## config.mk

```make
export PLATFORM = sky130hd
export DESIGN_NAME = cmd_buff_mc
export DESIGN_NICKNAME = d
export VERILOG_FILES = /design/src/rtl/cmd_buff_pkg.sv /design/src/rtl/cmd_ch_fifo.sv /design/src/rtl/cmd_buff_mc.sv
export SDC_FILE = /design/constraint.sdc
export NUM_CORES = 1
export LEC_CHECK = 0
export BUFFER_PORTS_ARGS = -buffer_cell sky130_fd_sc_hd__buf_2
export CAP_MARGIN = 15
export CORE_UTILIZATION = 38
export DETAILED_ROUTE_END_ITERATION = 7
export RECOVER_POWER = 25
export SYNTH_ARGS = -nofsm -noshare
export SYNTH_HDL_FRONTEND = slang
export SYNTH_SLANG_ARGS = --single-unit
```

## constraint.sdc

```tcl
create_clock -name clk -period 3.59 [get_ports clk]
set_input_delay 0.1795 -clock clk [delete_from_list [all_inputs] [get_ports clk]]
set_output_delay 0.1795 -clock clk [all_outputs]
set_load 0.01 [all_outputs]
```

## src/rtl/cmd_buff_pkg.sv

```systemverilog
// Shared definitions for the multi-channel command buffer.
//   AXI_CMD_FIFO_REGION : region code of beats the buffer accepts
//   addr_to_ch()        : extracts the channel index field from a write address
//   occ_width()         : bit width of a per-channel occupancy count
package cmd_buff_pkg;

  localparam logic [1:0] AXI_CMD_FIFO_REGION = 2'd1;

  function automatic int unsigned addr_to_ch(input logic [63:0] addr,
                                             input int unsigned lsb,
                                             input int unsigned ch_bits);
    logic [63:0] mask;
    mask = (64'd1 << ch_bits) - 64'd1;
    return 32'((addr >> lsb) & mask);
  endfunction

  // One extra bit so that full (== ENT_NUM) and empty (== 0) are distinct.
  function automatic int unsigned occ_width(input int unsigned ent);
    return $clog2(ent) + 1;
  endfunction

endpackage

```

## src/rtl/cmd_ch_fifo.sv

```systemverilog
// One channel FIFO of the command buffer.
//   push/push_data : write an entry (ignored when full or flushing)
//   pop            : drop the head entry (ignored when empty or flushing)
//   flush          : clear pointers and count on the next edge
//   head_data      : head entry, zero while empty
//   cnt/full/empty : occupancy from registered state
module cmd_ch_fifo #(
  parameter int W       = 32,
  parameter int ENT_NUM = 4
) (
  input  logic                       clk,
  input  logic                       rst_n,
  input  logic                       push,
  input  logic [W-1:0]               push_data,
  input  logic                       pop,
  input  logic                       flush,
  output logic [W-1:0]               head_data,
  output logic [$clog2(ENT_NUM):0]   cnt,
  output logic                       full,
  output logic                       empty
);

  localparam int PW = $clog2(ENT_NUM);

  logic [W-1:0]  mem [ENT_NUM];
  logic [PW-1:0] wr_ptr;
  logic [PW-1:0] rd_ptr;
  logic [PW:0]   cnt_q;
  logic          do_push;
  logic          do_pop;

  assign full    = (cnt_q == (PW+1)'(ENT_NUM));
  assign empty   = (cnt_q == '0);
  assign do_push = push & ~full & ~flush;
  assign do_pop  = pop & ~empty & ~flush;
  assign cnt     = cnt_q;

  always_ff @(posedge clk or negedge rst_n) begin
    if (!rst_n) begin
      wr_ptr <= '0;
      rd_ptr <= '0;
      cnt_q  <= '0;
    end else if (flush) begin
      wr_ptr <= '0;
      rd_ptr <= '0;
      cnt_q  <= '0;
    end else begin
      if (do_push) wr_ptr <= wr_ptr + PW'(1);
      if (do_pop)  rd_ptr <= rd_ptr + PW'(1);
      cnt_q <= cnt_q + (PW+1)'(do_push) - (PW+1)'(do_pop);
    end
  end

  // Storage needs no reset: head_data is masked while the FIFO is empty.
  always_ff @(posedge clk) begin
    if (do_push) mem[wr_ptr] <= push_data;
  end

  assign head_data = empty ? '0 : mem[rd_ptr];

endmodule

```

## src/rtl/cmd_buff_mc.sv

```systemverilog
// Multi-channel command buffer. Steers AXI command-region write beats by
// address into CH_NUM channel FIFOs; a beat hitting a full channel is parked
// in a single hang register, which stalls the AXI side until it lands.
//   axi_wr_*     : AXI slave write beat (vld/rdy/addr/data/strb/region)
//   ch_flush     : per-channel synchronous flush
//   fifo_wr_done : pulse, a beat was committed (fifo_wr_ch = its channel)
//   fifo_wr_drop : pulse, a parked beat was discarded by flush
//   out_vld/out_data/out_rdy : per-channel drain ports
//   ch_cnt       : per-channel occupancy
module cmd_buff_mc
  import cmd_buff_pkg::*;
#(
  parameter int WDATA_WIDTH  = 32,
  parameter int AWADDR_WIDTH = 32,
  parameter int CH_NUM       = 4,
  parameter int ENT_NUM      = 4,
  parameter int CH_SEL_LSB   = 4
) (
  input  logic                                      clk,
  input  logic                                      rst_n,
  input  logic                                      axi_wr_vld,
  output logic                                      axi_wr_rdy,
  input  logic [AWADDR_WIDTH-1:0]                   axi_wr_addr,
  input  logic [WDATA_WIDTH-1:0]                    axi_wr_data,
  input  logic [WDATA_WIDTH/8-1:0]                  axi_wr_strb,
  input  logic [1:0]                                axi_wr_region,
  input  logic [CH_NUM-1:0]                         ch_flush,
  output logic                                      fifo_wr_done,
  output logic [$clog2(CH_NUM)-1:0]                 fifo_wr_ch,
  output logic                                      fifo_wr_drop,
  output logic [CH_NUM-1:0]                         out_vld,
  output logic [CH_NUM*WDATA_WIDTH-1:0]             out_data,
  input  logic [CH_NUM-1:0]                         out_rdy,
  output logic [CH_NUM*($clog2(ENT_NUM)+1)-1:0]     ch_cnt
);

  localparam int CHW = $clog2(CH_NUM);
  localparam int CW  = occ_width(ENT_NUM);

  logic [WDATA_WIDTH-1:0] wr_data_m;
  logic [CHW-1:0]         wr_ch;
  logic                   wr_q;

  logic                   hang_vld;
  logic [CHW-1:0]         hang_ch;
  logic [WDATA_WIDTH-1:0] hang_data;

  logic                   push_en;
  logic [CHW-1:0]         push_ch;
  logic [WDATA_WIDTH-1:0] push_word;
  logic                   park;
  logic                   hang_drop;
  logic                   commit;

  logic [CH_NUM-1:0]      full;
  logic [CH_NUM-1:0]      empty;

  always_comb begin
    wr_data_m = '0;
    for (int b = 0; b < WDATA_WIDTH/8; b++) begin
      if (axi_wr_strb[b]) wr_data_m[b*8 +: 8] = axi_wr_data[b*8 +: 8];
    end
  end

  assign wr_ch      = CHW'(addr_to_ch(64'(axi_wr_addr), CH_SEL_LSB, CHW));
  assign axi_wr_rdy = ~hang_vld;
  assign wr_q       = axi_wr_vld & axi_wr_rdy & (axi_wr_region == AXI_CMD_FIFO_REGION);

  // A parked beat owns the single push slot; new beats cannot arrive then
  // because axi_wr_rdy is low, so the two sources never compete.
  always_comb begin
    push_en   = 1'b0;
    push_ch   = wr_ch;
    push_word = wr_data_m;
    park      = 1'b0;
    hang_drop = 1'b0;
    if (hang_vld) begin
      push_ch   = hang_ch;
      push_word = hang_data;
      if (ch_flush[hang_ch])   hang_drop = 1'b1;
      else if (!full[hang_ch]) push_en   = 1'b1;
    end else if (wr_q) begin
      if (full[wr_ch]) park    = 1'b1;
      else             push_en = 1'b1;
    end
  end

  // A direct push into a channel being flushed is discarded by the FIFO,
  // so it is not reported as committed.
  assign commit = push_en & ~ch_flush[push_ch];

  always_ff @(posedge clk or negedge rst_n) begin
    if (!rst_n) begin
      hang_vld  <= 1'b0;
      hang_ch   <= '0;
      hang_data <= '0;
    end else if (hang_vld) begin
      if (hang_drop || push_en) hang_vld <= 1'b0;
    end else if (park) begin
      hang_vld  <= 1'b1;
      hang_ch   <= wr_ch;
      hang_data <= wr_data_m;
    end
  end

  always_ff @(posedge clk or negedge rst_n) begin
    if (!rst_n) begin
      fifo_wr_done <= 1'b0;
      fifo_wr_ch   <= '0;
      fifo_wr_drop <= 1'b0;
    end else begin
      fifo_wr_done <= commit;
      fifo_wr_drop <= hang_drop;
      if (commit) fifo_wr_ch <= push_ch;
    end
  end

  for (genvar i = 0; i < CH_NUM; i++) begin : g_ch
    cmd_ch_fifo #(
      .W       (WDATA_WIDTH),
      .ENT_NUM (ENT_NUM)
    ) u_fifo (
      .clk       (clk),
      .rst_n     (rst_n),
      .push      (push_en & (push_ch == CHW'(i))),
      .push_data (push_word),
      .pop       (out_rdy[i]),
      .flush     (ch_flush[i]),
      .head_data (out_data[i*WDATA_WIDTH +: WDATA_WIDTH]),
      .cnt       (ch_cnt[i*CW +: CW]),
      .full      (full[i]),
      .empty     (empty[i])
    );
  end

  assign out_vld = ~empty;

endmodule

```

### Word-level counts from Yosys, hierarchy flattened

Memories as Yosys holds them, arrays and structs flattened.
Cells that the tools add are included.

* register bits: 67
* bits in writable memories: 512
* bits of input ports: 81
* output and inout bits: 149
* word-level logic and storage cells: 161
* memories kept: 4

* add/sub/neg operators: 16
* order comparisons: 3
* equality and inequality tests: 8
* muxes and demuxes: 59
* bitwise gates (word level): 38
* reductions and logical operators: 15

Memory list
* g_ch[0].u_fifo.mem: depth 4, width 32, rd ports 1, clocked after Yosys merged registers in 0, wr ports 1, line cmd_ch_fifo.sv:25 `logic [W-1:0] mem [ENT_NUM];`
* g_ch[1].u_fifo.mem: depth 4, width 32, rd ports 1, clocked after Yosys merged registers in 0, wr ports 1, line cmd_ch_fifo.sv:25
* g_ch[2].u_fifo.mem: depth 4, width 32, rd ports 1, clocked after Yosys merged registers in 0, wr ports 1, line cmd_ch_fifo.sv:25
* g_ch[3].u_fifo.mem: depth 4, width 32, rd ports 1, clocked after Yosys merged registers in 0, wr ports 1, line cmd_ch_fifo.sv:25

Operators by type and width (count)
* two-way mux 32 bit: 5
* two-way mux 2 bit: 17
* two-way mux 8 bit: 4
* two-way mux 1 bit: 25
* AND 1 bit: 23
* adder 2 x 1 -> 2 bit (second input constant): 8
* nonzero test 2 bit: 8
* inverter 1 bit: 14
* adder 3 x 1 -> 3 bit: 4
* == test 3 bit (second input constant): 4
* zero test 3 bit: 4
* two-way mux 3 bit: 4
* subtractor 3 x 1 -> 3 bit: 4
* < comparator 2 x 3 -> 1 bit (second input constant): 3
* binary-select mux 1 bit (select 2 bit): 4
* == test 2 x 1 -> 1 bit (second input constant): 2
* == test 2 bit (second input constant): 2
* inverter 4 bit: 1
* zero test 2 bit: 1
* AND reduction 2 bit: 1
* logical OR 1 bit: 1

### Depth between registers and ports, before layout

Gate-level depths: netlist of run 1.

* depth after elaboration: 12
* mapped depth: 13
* depth with buffers taken out: 12

### Hierarchy

From an unflattened synthesis of run 1, not the netlist that was laid out.

* cells, all modules: 1265
* area total of the unflattened synthesis: 23717.7 um^2

By module, submodules not included
* cmd_ch_fifo: times used 4, cells each 252, area an instance 5415.2 um^2
* cmd_buff_mc: times used 1, cells each 257, area an instance 2057.0 um^2

### Least setup slack after synthesis of run 1

Ideal clock, no wire load.

* path type: flip-flop to flip-flop
* start: register g_ch[3].u_fifo.cnt_q[2]
* end: memory g_ch[1].u_fifo.mem[1][0], enable pin
* arrival time: 2.616 ns
* slack: 0.582 ns
* cell stages (with the launch flop): 8
* buffers on the path: 1
* cell sequence: dfrtp_1 > nor3b_2 > and3_4 > nor4_2 > a32oi_2 > buf_6 > nor3_4 > and3b_1

* cells in the longest elaborated chain, start to end: 11
* elaborated cells on any way between the ends: 15
* classes of those cells: 1 x eq/ne; 11 x mux; 3 x bitwise

RTL lines
* start, declared: line cmd_ch_fifo.sv:28 `logic [PW:0] cnt_q;`
* start signal, assigned: line cmd_ch_fifo.sv:50 `cnt_q <= cnt_q + (PW+1)'(do_push) - (PW+1)'(do_pop);`
* == test 3 bit *: line cmd_ch_fifo.sv:32 `assign full = (cnt_q == (PW+1)'(ENT_NUM));`
* binary-select mux 1 bit (select 2 bit) (on tied branches): line cmd_buff_mc.sv:83, cmd_buff_mc.sv:81
* two-way mux 1 bit (on tied branches) (2 in a row): line cmd_buff_mc.sv:83, cmd_buff_mc.sv:81
* two-way mux 1 bit (on tied branches): line cmd_buff_mc.sv:82, cmd_buff_mc.sv:80
* two-way mux 1 bit *: line cmd_buff_mc.sv:77 `if (hang_vld) begin`
* AND 1 bit *: line cmd_buff_mc.sv:125 `.push (push_en & (push_ch == CHW'(i))),`
* AND 1 bit * (2 in a row): line cmd_ch_fifo.sv:34 `assign do_push = push & ~full & ~flush;`
* two-way mux 1 bit *: line cmd_ch_fifo.sv:56 `if (do_push) mem[wr_ptr] <= push_data;`
* two-way mux 1 bit (not written as such) *: line cmd_ch_fifo.sv:56
* end, declared: line cmd_ch_fifo.sv:25

Mark *: on every way between the ends. The rest lies on a longest branch, timed or not. The select of a mux whose other input is x is not followed.

### Worst setup path in the final report of run 1

* start: register g_ch[3].u_fifo.cnt_q[2]
* end: memory g_ch[3].u_fifo.mem[2][13], enable pin

* cells in the longest elaborated chain, start to end: 11
* elaborated cells on any way between the ends: 16
* classes of those cells: 1 x eq/ne; 11 x mux; 4 x bitwise

RTL lines (line)
* == test 3 bit *: cmd_ch_fifo.sv:32
* binary-select mux 1 bit (select 2 bit) (on tied branches): cmd_buff_mc.sv:83, cmd_buff_mc.sv:81
* two-way mux 1 bit (on tied branches) (2 in a row): cmd_buff_mc.sv:83, cmd_buff_mc.sv:81
* two-way mux 1 bit (on tied branches): cmd_buff_mc.sv:82, cmd_buff_mc.sv:80
* two-way mux 1 bit: cmd_buff_mc.sv:77
* AND 1 bit: cmd_buff_mc.sv:125
* AND 1 bit * (2 in a row): cmd_ch_fifo.sv:34
* two-way mux 1 bit *: cmd_ch_fifo.sv:56
* two-way mux 1 bit (not written as such) *: cmd_ch_fifo.sv:56
* end, declared: cmd_ch_fifo.sv:25

Marked as above.

==> results of run 1 <==
## worst min-delay path, delay by kind of cell
family | cells | cell delay (ns)
AO/OA/AOI/OAI | 1 | 0.08
buffers and inverters | 1 | 0.19
AND/OR/NAND/NOR | 1 | 0.14
## cells in the mapped netlist (all sizes together) (6+ instances only)
master,count
mux2i,6
o21ai,66
nor2b,8
buf,22
mux4,129
and2,132
and3b,12
dfrtp,67
nor2,30
nand3,6
nand2b,7
nand2,101
xor2,12
inv,22
mux2,7
clkbuf,50
edfxtp,512
ha,24
## metrics by stage
step	hold WS (ns)	power [W]	instances	util, %
6_report	0.0271	0.0177	2391	46.2
5_1_grt	0.0274	0.0185	2391	46.2
3_3_place_gp	0.344	0.0118	2204	41.9
2_1_floorplan	-0.116	0.0103	1252	-
3_5_place_dp	0.371	0.0119	2204	41.9
4_1_cts	0.00599	0.0180	2381	46.3
## routing by layer
| metal | global-route usage, % | vias to the layer above | share of wire (%) |
|---|---|---|---|
| met2 | 29.6 | 329 | 49 |
| met5 | 0 | - | 0 |
| met1 | 24.4 | 6309 | 43 |
| met4 | 3.96 | 0 | 1.6 |
| li1 | - | 5431 | - |
| met3 | 3.75 | 58 | 5.9 |
## timing repair
item | in CTS | in global routing
endpoints found under the setup margin | 0 | 19
endpoints found under the hold margin | 112 | 0
gates resized for setup | 0 | 1
hold buffers | 70 | 0
## cells by family after synthesis
group / Yosys count / share of synthesized area (%)
flip-flops: 579 / 73.6
AND/OR/NAND/NOR: 320 / 7.63
multiplexers: 142 / 13.2
buffers and inverters: 94 / 1.64
AO/OA/AOI/OAI: 73 / 1.67
adder cells (fa/ha/maj): 28 / 1.64
XOR/XNOR: 16 / 0.605
## report_power, final
group | switching (W) | total, W | leakage [nW] | internal (W)
clock network | 0.00249 | 0.00604 | 0.927 | 0.00354
logic | 0.00199 | 0.00366 | 3.31 | 0.00167
registers | 0.000361 | 0.00803 | 5.58 | 0.00767
## layout make-up
type | instances | share of cell area [%]
Timing Repair Buffer | 321 | 7.42
Inverter | 22 | 0.296
Sequential cell | 579 | 61.2
Multi-Input combinational cell | 579 | 20.7
Antenna cell | 1 | 0.00898
Clock buffer | 77 | 5.72
Tap cell | 782 | 3.51
Clock inverter | 30 | 1.12
## sequential cells by signal, summed over array words and instances, names as in the netlist
register and cells:
g_ch.u_fifo.rd_ptr 8, hang_data 32, fifo_wr_ch 2, g_ch.u_fifo.wr_ptr 8, hang_vld 1, hang_ch 2, g_ch.u_fifo.cnt 12, fifo_wr_done 1
fifo_wr_drop 1, g_ch.u_fifo.mem 512
## cells in the final DEF (no fill, tap or decap), types with 6 or more instances in the layout
cell           synthesis  routed
and2_1               132     132
and3b_2                0      11
buf_12                 0       6
buf_2                 15     181
buf_4                  0      26
bufinv_16              0       6
clkbuf_1              50      50
clkbuf_16              0      59
clkinv_1               0       7
clkinv_2               0      10
dfrtp_1               67      63
dlygate4sd3_1          0      70
edfxtp_1             512     512
ha_1                  24      24
inv_1                 22      22
mux4_2               129     129
nand2_1              101     101
nand2b_1               7       6
nand3_1                6       6
nor2_1                29      29
nor2b_1                8       8
o21ai_0               16      29
o21ai_1               50      37
xor2_1                12      12
## final timing paths
path | start | to | slack, ns | cells past startpoint
min in group asynchronous | rst_n | hang_data[29] | 0.62 | 2
max reg2reg | g_ch[3].u_fifo.cnt[2] | g_ch[3].u_fifo.mem[2][13] | 0.25 | 6
max in group asynchronous | rst_n | g_ch[3].u_fifo.wr_ptr[1] | 1.63 | 3
min | axi_wr_strb[2] | hang_data[19] | 0.03 | 3
min reg2reg | hang_data[10] | hang_data[10] | 0.49 | 2
max | g_ch[3].u_fifo.cnt[2] | g_ch[3].u_fifo.mem[2][13] | 0.25 | 6
==> run metrics, run 1 <==
status finished with violations; failing checks capacitance limit, slew limit; hold crit path type in -> reg; vias in the first global route roughly 13k; DRC 0; unrepaired setup endpoints after global routing false; Power Density ~640 nW/um^2; share of layout cells above drive strength 1 28.5%; Final Hold Vio Count 0; Clock Sink Count between 500 and 600; Layout area overhead 20.2%; post-synth cell types 44; Clock Latency Late Sink roughly 0.6 ns; total gr overflow 0; cts bufs inserted between 50 and 60; Setup CP Type reg -> reg; WL/cell around 23 um; final instance area approximately 28000 um^2; top cells by area, synth edfxtp_1, mux4_2, dfrtp_1, and2_1, nand2_1; Worst Clk Skew ~0.016 ns; CP bufs+invs 0; Clock Tree Buf Depth 3; total length of routed wires approximately 55 mm; DRT Pass-1 Iters 5; area taken by multi-input logic gates 5760 um^2; Crit path largest cell delay between 0.8 and 0.9 ns; Leakage around 9.8 nW; global-route wire length before repair 81.1 mm; die area 62000 um^2; H-tree depth 2; Crit path max-delay family simple AND/OR/NAND/NOR gates; Critical Path Fanout Max 32; Ports 230; max_slew headroom -21.5%; most used flip-flop cell after synthesis edfxtp_1; Die Width 249 um; Detail Placement HPWL around 33 mm; pre-CTS setup slack 0.229 ns; yosys warns 0; maximum vdd drop 0.000404 V; largest net degree at the start of global routing between 50 and 60; nets ~1.7k; mapped cell area around 23000 um^2; crit-path cells nor3b_2 > and3_4 > nor4_2 > a32oi_2 > nor4_4 > and3b_2; Async SR Flop Fraction about 12%; Syn Nets about 1.4k; GPL Wtd Cong just over 0.7; endpoint class of the critical path flop; post-route ant nets 0; Vias 12.1k; synthesized flop and latch total 579; Worst Max-Slew Pin Slew roughly 1.8 ns; Worst EP required ~3.8 ns; Crit-path slowest cell and3b_2; final setup vio count 0; MaxCap Viol Count 1; cells after synthesis approximately 1.3k; initial antenna violation count 5; CTS tree built; number of synthesized flops with an enable pin 512; # fillers ~5.2k; fin worst setup slack about 0.25 ns; clk root buf clkbuf_16; minimum clock period around 3.3 ns; FP Rows 90; Arr. time, crit path 3.56 ns; Synth top area share approximately two thirds; max-slew violation count 58; sequential-to-total area share from yosys stat 73.6%; die height between 200 and 250 um; Clk pin slew, worst setup/hold paths ~0.060 ns; Detailed Route Iter0 Violations between 800 and 900; Initial Util about two fifths; placed instance area between 20000 and 30000 um^2; average vias per placed instance about 5; Syn Area/Cell 18.5 um^2; TNS Setup 0 ns; final worst path period share 93.1%; FF/Latch Area 17100 um^2; fmax about 0.30 GHz; startpoint types flop; gr usage total approximately 18%; area leader, netlist edfxtp_1; I/O Buffers between 150 and 200; area of the core approximately 60000 um^2; post-CTS setup buffer count 0
Power figures use the tool's default switching activity.
==> run 2: changes to the inputs <==
Settings changed: CORE_UTILIZATION 38 to 50, PLACE_DENSITY set to 0.69, SYNTH_HIERARCHICAL set to 1.
==> run 2 against run 1 <==
The run ends with DRC, capacitance limit, slew limit left. Power grew 5.4%. Final area grew 1.5%. Combinational power grew 30%. Non-clock buffer count grew 29. Area after synthesis grew 2.4%. First-iteration DRC count grew 39%. Critical path depth grew 10.
==> run metrics, run 2 <==
status finished with violations; failing checks DRC, capacitance limit, slew limit; yosys warns 6 (+6); post-synthesis compound-gate area fraction 2.04% (+0.37 points); minimum clock period 3.35 ns (+0.00357 ns); Comb pwr share 25.4% (+4.8 points); CTS tree built; Initial Util 50.8% (+12 points); Leakage 10.0 nW (+2.1%); Die Width 220 um (-12%); number of synthesized flops with an enable pin 512 (unchanged); maximum vdd drop 0.000946 V (+130%); Layout area overhead 19.2%; DP Cell Count 2071 (-6.0%); Async SR Flop Fraction 11.6% (unchanged); initial antenna violation count 0 (-5); Adder-Cell Fraction of Synth Area 1.60% (-0.038 points); Syn Nets 1374 (+0.96%); Crit path largest cell delay 0.52 ns (-0.36 ns); Clk pin slew, worst setup/hold paths 0.06 ns (about the same); average vias per placed instance 5.59 (+10%); gr usage total 22.5% (+4.6 points); area taken by multi-input logic gates 6060 um^2 (+5.1%); hold crit path type in -> reg; worst reg2reg startpoint g_ch[2].u_fifo/cnt[2]; I/O Buffers 199 (unchanged); FF/Latch Area 17100 um^2 (about the same); crit-path cells nor3b_2 > mux4_2 > o22ai_4 > nand2_1 > nor2_1 > inv_1 > nor3_1 > inv_1 > ha_1 > inv_1 > ha_1 > inv_1 > fa_1 > xor2_1 > and2_1 > nor3_1; Clock Sink Count 579 (unchanged); FP Rows 79 (-12%); Clock Latency Late Sink 0.60 ns (about the same); Ports 230 (unchanged); final worst path period share 93.2% (+0.099 points); top-count cell post-synth edfxtp_1; Final Non-Filler Cells 2262 (-5.4%); max_slew headroom -25.1% (-3.6 points); Detailed Route Iter0 Violations 1220 (+39%); nets 1716 (+2.8%); post-synthesis xor/xnor area fraction 0.295% (-0.31 points); Int Pwr 0.0133 W (+3.0%); startpoint types flop; TNS Setup 0 ns (unchanged); Syn Area/Cell 18.7 um^2 (+1.3%); largest family of logic cells by synthesized area multiplexers; top cells by area, synth edfxtp_1, mux4_2, dfrtp_1, nor2b_1, nor2b_4; Layout Utilization 60.6% (+14 points); H-tree depth 2 (unchanged); Clock Tree Buf Depth 3 (unchanged); Most common cell on crit path inv_1; sw power 0.00541 W (+12%); Final Hold Vio Count 0 (unchanged); cells after synthesis 1265 (+1.0%); die area 48300 um^2 (-22%); max-slew violation count 107 (+84%); Clock power frac 31.7% (-2.4 points); unrepaired setup endpoints after global routing false; commonest non-fill, non-tap cell in the layout edfxtp_1; Worst Clk Skew 0.0140 ns (-0.00179 ns); n_diodes 0 (-1); Overall Power 0.0187 W (+5.4%); Crit-path slowest cell mux4_2; Arr. time, crit path 3.84 ns (+0.28 ns); die height 220 um (-12%); WL/cell 23.5 um (+1.9%); MaxCap Viol Count 2 (+1); Setup CP Type reg -> reg; post-route ant nets 0 (unchanged); multiplexer share of the synthesized area 13.2% (-0.021 points); number of flip-flops in the largest register 512 (unchanged); sequential-to-total area share from yosys stat 71.9% (-1.7 points); Worst EP required 4.09 ns (+0.28 ns); Hold WS 0.0413 ns (+0.0142 ns); Flop pwr share 43.0% (-2.3 points); synthesized flop and latch total 579 (unchanged); clk root buf clkbuf_16; Synth top area share 64.8% (-1.5 points); DRT Pass-1 Iters 8 (+3); launch point of the worst hold path axi_wr_strb[1]; post-synth cell types 39 (-11%); final setup vio count 0 (unchanged); Critical Path Fanout Max 6 (-81%); commonest cells in the netlist edfxtp_1, mux4_2, nand2_1; global-route wire length before repair 78.0 mm (-3.9%); # fillers 3438 (-33%); vias in the first global route 12.7k (+0.68%); Detail Placement HPWL 31.7 mm (-5.3%); total gr overflow 0 (unchanged); share of layout cells above drive strength 1 29.6% (+1.1 points); Worst Max-Slew Pin Slew 1.88 ns (+0.0541 ns); Vias 12.7k (+4.3%); Post-Synth Simple-Gate Area 8.21% (+0.58 points); most used flip-flop cell after synthesis edfxtp_1; Power Density 661 nW/um^2 (+3.8%); endpoint class of the critical path flop; commonest non-fill, non-tap cells in the layout edfxtp_1, buf_2, mux4_2; largest net degree at the start of global routing 68 (+17%); DRC 24 (+24); GPL Wtd Cong 0.752 (+3.4%); Reg with most FFs g_ch.u_fifo/mem; mapped cell area 23700 um^2 (+2.4%); fmax 0.299 GHz (-0.11%); Sw Share 29.0% (+1.7 points); total length of routed wires 53.1 mm (-3.6%); cts bufs inserted 57 (unchanged); area of the core 46700 um^2 (-23%); worst setup path startpoint g_ch[2].u_fifo/cnt[2]; area leader, netlist edfxtp_1
-- run 2: changes by cell type in the layout (fill, tap and decap cells not counted), moves of 8 or more --
cell | previous run | this run
and3b_2 | 11 | 0
mux4_1 | 0 | 16
buf_4 | 26 | 37
and2_1 | 132 | 19
nor2b_4 | 0 | 32
buf_12 | 6 | 15
buf_2 | 181 | 190
nor2b_1 | 8 | 101
inv_1 | 22 | 30
a21oi_1 | 2 | 10
clkinv_1 | 7 | 17
mux4_2 | 129 | 115
-- run 2: cell families (layout without fill, tap and decap cells) --
family                     Yosys count  in the layout
muxes                              142            142
buffers and inverters               98            488
adders and majority gates           28             28
AOI/OAI and AO/OA                   91             91
and+or+nand+nor                    319            319
xor gates and xnor gates             8              8
DFF                                579            579
-- run 2: power by group through the flow --
stage | logic [W] | clock network [W] | registers, W
5_1_grt | 0.00516 | 0.00627 | 0.00807
3_3_place_gp | 0.00471 | 0 | 0.00815
3_5_place_dp | 0.00476 | 0 | 0.00817
6_report | 0.00474 | 0.00591 | 0.00803
2_1_floorplan | 0.00325 | 0 | 0.00802
4_1_cts | 0.00485 | 0.00601 | 0.00803
-- run 2: final timing paths --
| kind | to | slack [ns] | depth (start not counted) |
|---|---|---|---|
| worst max-delay path | g_ch[0].u_fifo/cnt[2] | 0.24 | 16 |
| worst min-delay path | hang_data[11] | 0.04 | 3 |
| worst max register to register | g_ch[0].u_fifo/cnt[2] | 0.24 | 16 |
| worst min register to register | hang_data[16] | 0.49 | 2 |
| max in group asynchronous | g_ch[3].u_fifo/rd_ptr[0] | 1.71 | 2 |
| min in group asynchronous | hang_data[28] | 0.63 | 2 |
-- run 2: per-layer routing --
layer	global-route usage (%)	wire (um)	part of all wire [%]
met1	31.7	22100	42
met2	36.7	26300	50
met5	0	0	0
met3	3.93	3950	7.4
met4	5.15	765	1.4
-- run 2: critical path: cells and delay by family, from the launching register on --
| family | cells | cell delay (ns) |
|---|---|---|
| AND/OR/NAND/NOR | 6 | 0.96 |
| adder cells (fa/ha/maj) | 3 | 0.77 |
| multiplexers | 1 | 0.52 |
| flip-flops | 1 | 0.38 |
| buffers and inverters | 4 | 0.25 |
| AO/OA/AOI/OAI | 1 | 0.21 |
| XOR/XNOR | 1 | 0.16 |
-- run 2: through the flow --
stage | setup slack, ns | area (um^2)
floorplan | 0.234 | 23700
global placement | 0.247 | 25700
detailed placement | 0.160 | 25700
CTS | 0.147 | 28300
global route | 0.00743 | 28300
finish | 0.244 | 28300
-- run 2: area by class of cell --
cell class,instances,share of cell area [%]
sequential,579,60.3
timing repair buffer,350,8.51
clock inverter,28,0.991
inverter,31,0.412
multi-input combinational,588,21.4
tap,607,2.69
clock buffer,79,5.63
-- run 2: what timing repair did --
action                     in CTS  in global routing
setup buffers                   0                  1
gates resized for setup         0                  4
hold endpoints to repair      126                  0
hold buffers                   74                  0
setup endpoints to repair       0                  4
==> run 3: changes to the inputs <==
Settings changed: PLACE_DENSITY 0.69 to unset, PLACE_DENSITY_LB_ADDON set to 0.05, TNS_END_PERCENT set to 5.
==> run 3 against run 2 <==
Power up 0.80%. Flip-flop and latch count unchanged. Register-to-register slack worse by 0.06 ns. The run still ends with DRC, capacitance limit, slew limit left.
==> run metrics, run 3 (same netlist as run 2, synthesis figures left out) <==
status finished with violations; failing checks DRC, capacitance limit, slew limit; average vias per placed instance 5.51 (-1.4%); Layout area overhead 19.8%; total gr overflow 0 (unchanged); fin worst setup slack 0.182 ns (-0.0619 ns); fmax 0.293 GHz (-1.8%); Detailed Route Iter0 Violations 840 (-31%); post-CTS setup buffer count 0 (unchanged); H-tree depth 2 (unchanged); worst reg2reg startpoint g_ch[3].u_fifo/cnt[2]; endpoint class of the critical path flop; Leakage 10.1 nW (+0.79%); cts bufs inserted 58 (+1.8%); FP Rows 79 (unchanged); hold crit path type in -> reg; WL/cell 23.9 um (+1.5%); I/O Buffers 199 (unchanged); final worst path period share 94.9% (+1.7 points); Setup CP Type reg -> reg; Clock Sink Count 579 (unchanged); Clock Latency Late Sink 0.60 ns (about the same); Clock Tree Buf Depth 3 (unchanged); number of flip-flops in the largest register 512 (unchanged); gr usage total 23.0% (+0.54 points); Power Density 663 nW/um^2 (+0.29%); MaxCap Viol Count 1 (-1); initial antenna violation count 2 (+2); area of the core 46700 um^2 (unchanged); post-route ant nets 0 (unchanged); max_slew headroom -89.1% (-64 points); maximum vdd drop 0.000395 V (-58%); CTS tree built; commonest non-fill, non-tap cells in the layout edfxtp_1, buf_2, mux4_2; Die Width 220 um (unchanged); clk root buf clkbuf_16; Hold WS 0.132 ns (+0.0912 ns); nets 1725 (+0.52%); Worst EP required 4.09 ns (about the same); commonest non-fill, non-tap cell in the layout edfxtp_1; TNS Setup 0 ns (unchanged); DP Cell Count 2077 (+0.29%); Detail Placement HPWL 32.6 mm (+2.6%); total length of routed wires 54.1 mm (+1.8%); DRC 16 (-33%); Worst Max-Slew Pin Slew 2.84 ns (+0.961 ns); Critical Path Fanout Max 7 (+1); launch point of the worst hold path axi_wr_strb[0]; startpoint types flop; final setup vio count 0 (unchanged); die area 48300 um^2 (unchanged); Final Hold Vio Count 0 (unchanged); Arr. time, crit path 3.91 ns (+0.07 ns); largest net degree at the start of global routing 49 (-28%); max-slew violation count 49 (-54%); DRT Pass-1 Iters 6 (-2); GPL Wtd Cong 0.752 (about the same); global-route wire length before repair 79.3 mm (+1.8%); Final Non-Filler Cells 2268 (+0.27%); minimum clock period 3.41 ns (+0.0619 ns); share of layout cells above drive strength 1 31.1% (+1.5 points); Worst Clk Skew 0.0137 ns (-0.000359 ns); worst setup path startpoint g_ch[3].u_fifo/cnt[2]; vias in the first global route 12.5k (-0.98%); Ports 230 (unchanged); Clk pin slew, worst setup/hold paths 0.06 ns (about the same); Vias 12.5k (-1.1%); die height 220 um (unchanged); n_diodes 0 (unchanged); Reg with most FFs g_ch.u_fifo/mem; pre-CTS setup slack 0.142 ns (-0.0183 ns); Initial Util 50.8% (unchanged)
[run 3: layer usage]
layer  global-route usage, %  wire [um]  vias up
met5                       0          0        -
met4                    5.24        930        0
met3                    3.75       2580       67
met2                    36.9      26600      331
met1                    33.3      24000     6521
li1                        -          -     5587
[run 3: repair_timing]
item,CTS,global route
resized for setup,0,4
hold buffers,76,0
setup endpoints to repair,0,4
endpoints found under the hold margin,107,0
[run 3: final timing paths]
kind,to,slack [ns],depth (start not counted)
max,g_ch[0].u_fifo/cnt[2],0.18,16
min,g_ch[2].u_fifo/mem[0][7],0.13,3
max reg2reg,g_ch[0].u_fifo/cnt[2],0.18,16
min reg2reg,hang_data[23],0.49,2
max in group asynchronous,hang_data[20],0.66,3
min in group asynchronous,hang_data[30],1.07,2
[run 3: stage by stage]
| step | instance area, um^2 | utilization (%) | power (W) |
|---|---|---|---|
| 4_1_cts | 28400 | 60.9 | 0.0191 |
| 5_1_grt | 28400 | 60.9 | 0.0197 |
| 2_1_floorplan | 23700 | - | 0.0113 |
| 6_report | 28400 | 60.9 | 0.0188 |
| 3_3_place_gp | 25800 | 55.3 | 0.0130 |
| 3_5_place_dp | 25800 | 55.3 | 0.0130 |
[run 3: report_power, final]
part	switching, W	leakage (nW)	internal (W)	total, W
logic	0.00269	3.58	0.00211	0.00479
clock network	0.00246	0.933	0.00353	0.00599
registers	0.000354	5.58	0.00770	0.00805
[run 3: cell type report]
cell class / count / area, um^2
inverter: 31 / 116
sequential: 579 / 17100
tap: 607 / 759
clock buffer: 82 / 1640
clock inverter: 23 / 241
fill: 3492 / 18200
multi-input combinational: 588 / 6080
timing repair buffer: 358 / 2520
[run 3: worst max-delay path: stages, from the launching register on]
cell and delay [ns]:
dfrtp_1 0.38, nor3b_2 0.19, mux4_2 0.50, o22ai_4 0.24
nand2_1 0.10, nor2_1 0.12, inv_1 0.09, nor3_1 0.25
inv_1 0.08, ha_1 0.28, inv_1 0.06, ha_1 0.13
inv_1 0.05, fa_1 0.37, xor2_1 0.16, and2_1 0.16
nor3_1 0.15
